## src/rtl/obi_rr_arbiter.sv

```systemverilog
// rtl/obi_rr_arbiter.sv - round-robin arbiter sharing one OBI initiator port among NUM_REQ requesters
// Optional response timeout with DRAIN state: define OBI_ARB_TIMEOUT_EN.
module obi_rr_arbiter #(
   parameter int NUM_REQ     = 2,
   parameter int OBI_AW      = 32,
   parameter int OBI_DW      = 32,
   parameter int OBI_IDW     = 2,
   parameter int TIMEOUT_CYC = 256
) (
   input  logic                       clk,
   input  logic                       reset,
   input  logic [NUM_REQ-1:0]         s_req,
   output logic [NUM_REQ-1:0]         s_gnt,
   input  logic [NUM_REQ*OBI_AW-1:0]  s_addr,
   input  logic [NUM_REQ-1:0]         s_we,
   input  logic [NUM_REQ*OBI_DW/8-1:0] s_be,
   input  logic [NUM_REQ*OBI_DW-1:0]  s_wdata,
   output logic [NUM_REQ-1:0]         s_rvalid,
   input  logic [NUM_REQ-1:0]         s_rready,
   output logic [OBI_DW-1:0]          s_rdata,
   output logic                       s_err,
   output logic                       m_req,
   output logic                       m_reqpar,
   input  logic                       m_gnt,
   output logic [OBI_AW-1:0]          m_addr,
   output logic                       m_we,
   output logic [OBI_DW/8-1:0]        m_be,
   output logic [OBI_DW-1:0]          m_wdata,
   output logic [OBI_IDW-1:0]         m_aid,
   input  logic                       m_rvalid,
   output logic                       m_rready,
   output logic                       m_rreadypar,
   input  logic [OBI_DW-1:0]          m_rdata,
   input  logic                       m_err,
   input  logic [OBI_IDW-1:0]         m_rid,
   output logic                       timeout_flag
);

   localparam int SW = (NUM_REQ > 1) ? $clog2(NUM_REQ) : 1;
   localparam int BW = OBI_DW / 8;

`ifdef OBI_ARB_TIMEOUT_EN
   typedef enum logic [1:0] {IDLE, ADDR, RESP, DRAIN} state_t;
`else
   typedef enum logic [1:0] {IDLE, ADDR, RESP} state_t;
`endif

   state_t        state;
   logic [SW-1:0] rr_ptr;
   logic [SW-1:0] sel;
   logic [SW-1:0] next_sel;
   logic [SW-1:0] next_ptr;
   logic [SW:0]   scan;
   logic          found;
   logic          to_fire;

   // Only one transaction is ever outstanding, so the response ID carries no information.
   logic unused_rid;
   assign unused_rid = ^m_rid;

   always_comb begin
      next_sel = rr_ptr;
      found    = 1'b0;
      scan     = '0;
      for (int k = 0; k < NUM_REQ; k++) begin
         scan = {1'b0, rr_ptr} + (SW+1)'(k);
         if (scan >= (SW+1)'(NUM_REQ)) scan = scan - (SW+1)'(NUM_REQ);
         if (!found && s_req[scan[SW-1:0]]) begin
            next_sel = scan[SW-1:0];
            found    = 1'b1;
         end
      end
   end

   assign next_ptr = (sel == SW'(NUM_REQ-1)) ? '0 : sel + 1'b1;

   assign m_addr      = s_addr[int'(sel)*OBI_AW +: OBI_AW];
   assign m_we        = s_we[sel];
   assign m_be        = s_be[int'(sel)*BW +: BW];
   assign m_wdata     = s_wdata[int'(sel)*OBI_DW +: OBI_DW];
   assign m_aid       = OBI_IDW'(sel);
   assign m_reqpar    = ~m_req;
   assign m_rreadypar = ~m_rready;

`ifdef OBI_ARB_TIMEOUT_EN
   localparam int CW = $clog2(TIMEOUT_CYC + 1);
   localparam logic [CW-1:0] CNT_LIM = CW'(TIMEOUT_CYC - 1);

   logic [CW-1:0] cnt;
   logic          to_hold;

   // Once fired, the synthetic error response must stay stable even if a late m_rvalid shows up.
   assign to_fire = (state == RESP) && (to_hold || (cnt == CNT_LIM && !m_rvalid));
`else
   localparam int unused_timeout_cyc = TIMEOUT_CYC;
   assign to_fire      = 1'b0;
   assign timeout_flag = 1'b0;
`endif

   always_comb begin
      s_gnt    = '0;
      s_rvalid = '0;
      s_rdata  = '0;
      s_err    = 1'b0;
      m_rready = 1'b1;
      case (state)
         ADDR: s_gnt[sel] = m_gnt;
         RESP: begin
            if (to_fire) begin
               s_rvalid[sel] = 1'b1;
               s_err         = 1'b1;
               m_rready      = 1'b0;
            end else begin
               s_rvalid[sel] = m_rvalid;
               m_rready      = s_rready[sel];
               if (m_rvalid) begin
                  s_rdata = m_rdata;
                  s_err   = m_err;
               end
            end
         end
         default: ;
      endcase
   end

   always_ff @(posedge clk) begin
      if (reset) begin
         state  <= IDLE;
         rr_ptr <= '0;
         sel    <= '0;
         m_req  <= 1'b0;
`ifdef OBI_ARB_TIMEOUT_EN
         cnt          <= '0;
         to_hold      <= 1'b0;
         timeout_flag <= 1'b0;
`endif
      end else begin
`ifdef OBI_ARB_TIMEOUT_EN
         timeout_flag <= 1'b0;
`endif
         case (state)
            IDLE: begin
               if (|s_req) begin
                  sel   <= next_sel;
                  m_req <= 1'b1;
                  state <= ADDR;
               end
            end
            ADDR: begin
               if (m_gnt) begin
                  m_req <= 1'b0;
                  state <= RESP;
`ifdef OBI_ARB_TIMEOUT_EN
                  cnt     <= '0;
                  to_hold <= 1'b0;
`endif
               end
            end
            RESP: begin
`ifdef OBI_ARB_TIMEOUT_EN
               if (to_fire) begin
                  if (s_rready[sel]) begin
                     timeout_flag <= 1'b1;
                     to_hold      <= 1'b0;
                     cnt          <= '0;
                     rr_ptr       <= next_ptr;
                     state        <= DRAIN;
                  end else begin
                     to_hold <= 1'b1;
                  end
               end else if (m_rvalid && m_rready) begin
                  rr_ptr <= next_ptr;
                  state  <= IDLE;
               end else if (!m_rvalid && cnt != CNT_LIM) begin
                  cnt <= cnt + 1'b1;
               end
`else
               if (m_rvalid && m_rready) begin
                  rr_ptr <= next_ptr;
                  state  <= IDLE;
               end
`endif
            end
`ifdef OBI_ARB_TIMEOUT_EN
            DRAIN: begin
               if (m_rvalid || cnt == CNT_LIM) state <= IDLE;
               else cnt <= cnt + 1'b1;
            end
`endif
            default: state <= IDLE;
         endcase
      end
   end

endmodule
```

## config.mk

```make
export PLATFORM = sky130hd
export DESIGN_NAME = obi_rr_arbiter
export DESIGN_NICKNAME = d
export VERILOG_FILES = /design/src/rtl/obi_rr_arbiter.sv
export SDC_FILE = /design/constraint.sdc
export NUM_CORES = 1
export LEC_CHECK = 0
export ABC_AREA = 0
export ABC_CLOCK_PERIOD_IN_PS = 3350
export BUFFER_PORTS_ARGS = -buffer_cell sky130_fd_sc_hd__buf_2
export CAP_MARGIN = 20
export CORE_AREA = 2 2 115 117
export CTS_CLUSTER_SIZE = 8
export DETAILED_ROUTE_END_ITERATION = 10
export DIE_AREA = 0 0 117 119
export PLACE_DENSITY = 0.51
export SETUP_SLACK_MARGIN = 0.15
export SLEW_MARGIN = 20
export SYNTH_ARGS = -nofsm -noshare
export SYNTH_HDL_FRONTEND = slang
export SYNTH_SLANG_ARGS = --single-unit
```

## constraint.sdc

```tcl
create_clock -name clk -period 3.35 [get_ports clk]
set_input_delay 0.335 -clock clk [delete_from_list [all_inputs] [get_ports clk]]
set_output_delay 0.335 -clock clk [all_outputs]
set_load 0.01 [all_outputs]
```

### Yosys cells after proc, flatten, opt, wreduce, memory -nomap -nowiden

Cells that the tools add are included.

| operators by class | value |
|---|---|
| add/subtract/negate cells | 4 |
| multipliers | 0 |
| divide/modulo/power cells | 0 |
| order comparisons | 6 |
| equal/unequal tests | 5 |
| shift-type cells | 3 |
| muxes and demuxes | 30 |
| bitwise gates (word level) | 4 |
| reductions and logical operators | 11 |

Operator list:

| kind | count |
|---|---|
| $shiftx A64 B7 Y32 | 2 |
| $mux W32 | 2 |
| $mux W1 | 20 |
| $mux W2 | 5 |
| $shiftx A8 B4 Y4 | 1 |
| $lt A1 B2 Y1 const B | 3 |
| $ne A2 B2 Y1 const B | 3 |
| $pmux W2 S3 | 1 |
| $reduce_and A3 Y1 | 2 |
| $and A2 B2 Y2 | 2 |
| $reduce_and A2 Y1 | 2 |
| $logic_and A1 B1 Y1 | 3 |
| $add A1 B1 Y2 const B | 1 |
| $eq A2 B1 Y1 const B | 1 |
| $eq A2 B2 Y1 const B | 1 |
| $ge A1 B2 Y1 const B | 1 |
| $ge A2 B2 Y1 const B | 1 |
| $logic_not A2 Y1 | 1 |
| $not A1 Y1 | 2 |
| $pmux W1 S2 | 1 |
| $reduce_bool A2 Y1 | 1 |
| $reduce_or A2 Y1 | 1 |
| $sub A1 B1 Y1 const B | 2 |
| $add A1 B1 Y1 const B | 1 |
| 3 further kinds | 3 |

| storage, ports and cells | value |
|---|---|
| flip-flop bits (word level) | 5 |
| latch bits | 0 |
| memory bits (writable) | 0 |
| memory bits (read-only) | 0 |
| input port bits | 181 |
| memories kept | 0 |

### Depth between registers and ports, before layout

| logic depth | value |
|---|---|
| depth after elaboration | 8 |
| gate-level depth with buffers | 5 |
| mapped depth without buffers | 3 |

### Worst setup path before layout

OpenSTA, ideal clock, no wires.

| timing | value |
|---|---|
| kind | reg-to-output |
| from | register sel |
| to | output m_addr[2] |
| arrival time | 1.155 ns |
| data required time | 3.015 ns |
| slack | 1.860 ns |
| stages on the path, launching flop included | 5 |
| path buffers | 3 |
| path through | dfxtp_1 > buf_2 > buf_4 > buf_2 > mux2_2 |

| on the way | value |
|---|---|
| cells in the longest elaborated chain, start to end | 1 |

Ends and longest elaborated chain:

| what | RTL line | source |
|---|---|---|
| from (decl) | 50 | `logic [SW-1:0] sel;` |
| from (signal assigned) | 144 | `sel <= next_sel;` |
| $shiftx A64 B7 Y32 | 77 | `assign m_addr = s_addr[int'(sel)*OBI_AW +: OBI_AW];` |
| to (decl) | 25 | `output logic [OBI_AW-1:0] m_addr,` |

Every way passes these cells.

### Worst setup path in the final report

| timing | value |
|---|---|
| from | register sel |
| to | output m_rready |

| on the way | value |
|---|---|
| cells in the longest elaborated chain, start to end | 3 |

Ends and longest elaborated chain:

| what | RTL line | source |
|---|---|---|
| $mux W1 (implied by the code) (2 in a row) | 115 | `m_rready = s_rready[sel];` |
| $mux W1 | 106 | `case (state)` |
| to (decl) | 31 | `output logic m_rready,` |

Every way passes these cells. The select of a mux whose other input is x is not followed.

==> results_dict.tcl <==
set metrics [dict create \
    endpoint_kind "primary output" \
    vias 2171 \
    drc 0 \
    overflow 0 \
    arrival_ns 1.83 \
    viasPerCell 3.56 \
    grt_pass1_vias 1954 \
    h-tree-depth 1 \
    synth.avg_cell_area_sq_um 9.04 \
    cp_max_fo 77 \
    crit_type "reg -> out" \
    fp.dieW_microns 117 \
    ys_seq_area_frac 0.0719 \
    worstHoldStart "m_gnt" \
    timing.final.ws_setup_ns 1.18 \
    grt_max_degree 78 \
    io_pins 294 \
    synth_cell_types 27 \
    core_sq_mm 0.0129 \
    rows 42 \
    dp_hpwl_mm 6.34 \
    switching_share 0.312 \
    slew-limit-headroom 0.363 \
    dieArea_sq_mm 0.0139 \
    layout.nets 616 \
    numCtsBuffers 3 \
    fin_tns_setup_ns 0 \
    rrSetupSlack_ns 1.71 \
    required_ns 3.01 \
    drtIter0Drc 31 \
    synth.area.top_cells "mux2_2 56%, and2_1 16%, dfxtp_1 7.2%, buf_4 3.2%, buf_2 2.9%" \
    crit_chain "mux2i_1 > and2_1 > inv_1 > buf_2" \
    yosysWarnings 0 \
    powerDensity_mw_per_mm2 203 \
    grt.total_usage 0.0877 \
    cpPeakStageDelay_ns 0.96 \
    gp_congestion 0.826 \
    rsz0062_at_grt "no" \
    synth_seq_cells 5 \
    antenna_cells 0 \
    n_fill_cell 1440 \
    routedWlPerCell_microns 11.8 \
    layout_common_cells "289 x buf_2, 69 x mux2_2, 35 x and2_1" \
    synthCells 154 \
    slowest_stage "dfxtp_4" \
    port_buffers 289 \
    synth_top_area_cell "mux2_2" \
    cts_setup_buffers 0 \
    tightest_slew_ns 0.956 \
    intPower_mw 0.427 \
    worstSetupStartpoint "sel" \
    clock-sinks 5 \
    grt_pass1_wl_mm 9.49 \
    cts_root_buffer "clkbuf_16" \
    setup_viol_count_final 0 \
    dr.pass1.iters 3 \
    drt.antenna.violating_nets 0 \
    layout_commonest_cell "buf_2" \
    sequentialPowerShare 0.146 \
    clk_path_buf_depth 2 \
    power_mw 0.621 \
    initial_core_util 0.108 \
    antenna_found_initial 3 \
    clock_skew_ns 0.00105 \
    synth_top_area_frac 0.558 \
    cts_tree "yes" \
    timing.final.crit_share 0.648 \
    leakage_nw 1.72 \
    combinationalPowerShare 0.544 \
    r2r_start "sel" \
    max_freq_mhz 461 \
    finalHoldViolations 0 \
    fin_crit_ns 2.17 \
    cts_resized 0 \
    peakVddDrop_v 0.000226 \
    pwr-share-clk 0.310 \
    cp-start-kind "flop" \
    place_area_sq_mm 0.00297 \
    clk_pin_slew_ns 0.03 \
    finalMaxSlewViolations 0 \
    drv_cap 0 \
    dp_slack_ns 1.32 \
    final_area_sq_mm 0.00306 \
    insertion_delay_ns 0.22 \
    status "finished clean" \
    syn_area_sq_mm 0.00139 \
    fin_util 0.238 \
    syn_to_final_growth_pct 120 \
    holdBufCountCts 0 \
    finalWirelength_mm 7.21 \
    switchingPower_mw 0.193 \
    drive_gt1_frac 0.848 \
    die_h_microns 119 \
    hp-class "in -> reg" \
]
routing by layer:
| metal | up-vias | track usage | routed length (microns) |
|---|---|---|---|
| met5 | - | 0 | 30 |
| li1 | 1092 | - | - |
| met3 | 10 | 0.0300 | 849 |
| met4 | 4 | 0.00735 | 57 |
| met1 | 886 | 0.0881 | 2680 |
| met2 | 179 | 0.176 | 3590 |
cell usage after synthesis:
library cell  count
clkbuf_2          1
nor2_1            3
a21oi_1           4
buf_4             6
a2111oi_4         1
and2_1           35
and2b_1           1
nand3_1           1
and3_1            1
buf_2             8
and3_4            1
and3b_1           1
buf_6             1
nor2b_1           2
o21bai_1          1
inv_1             4
o21ba_2           1
nor3_1            1
dfxtp_1           5
mux2_2           69
nand2_1           1
a21bo_2           1
a2111oi_0         1
mux2i_1           1
nand2b_1          1
o21ai_0           1
conb_1            1
state kept, by name, indices dropped and copies added, names as in the netlist:
name and count:
rr_ptr 1, state 2, sel 1, m_req 1
path summary, 6_finish.rpt:
| kind | depth (start not counted) | end |
|---|---|---|
| setup reg to reg | 3 | sel |
| hold reg to reg | 2 | rr_ptr |
| hold / removal | 2 | state[0] |
| setup / recovery | 4 | m_rready |
power groups by stage:
stage,clock network [mW],registers [mW],logic [mW]
after detailed placement,0,0.0923,0.340
after global placement,0,0.0924,0.339
final,0.193,0.0907,0.338
after floorplan,0,0.0692,0.180
after global routing,0.203,0.0945,0.370
after CTS,0.196,0.0916,0.342
cell type report:
cell class / instances / area [sq um] / area share
tap: 176 / 220 / 0.0719
inverter: 4 / 15.0 / 0.00490
multi-input combinational: 130 / 1180 / 0.385
sequential: 5 / 104 / 0.0339
clock buffer: 4 / 78.8 / 0.0257
timing repair buffer: 291 / 1470 / 0.478
kinds of logic (layout without fill, tap and decap cells):
kind of cell | Yosys count | count (layout) | synth area share
multiplexers | 70 | 70 | 0.565
AND/OR/NAND/NOR | 48 | 48 | 0.213
buffers and inverters | 20 | 299 | 0.0835
AO/OA/AOI/OAI | 10 | 10 | 0.0638
flip-flops | 5 | 5 | 0.0719
other | 1 | 2 | 0.00269
critical path, delay by kind of cell, from the launching register on:
family | cells | cell delay (ns)
simple gates | 1 | 0.17
mux | 1 | 0.30
flops | 1 | 0.96
buf+inv | 2 | 0.17
stage by stage:
| stage | hold WS (ns) | instances |
|---|---|---|
| 4_1_cts | 0.357 | 609 |
| 5_1_grt | 0.374 | 610 |
| 6_report | 0.354 | 610 |
| 3_3_place_gp | 0.508 | 605 |
| 3_5_place_dp | 0.511 | 605 |
| 2_1_floorplan | 0.404 | 155 |
No activity file was read; power rests on OpenSTA's default activity.
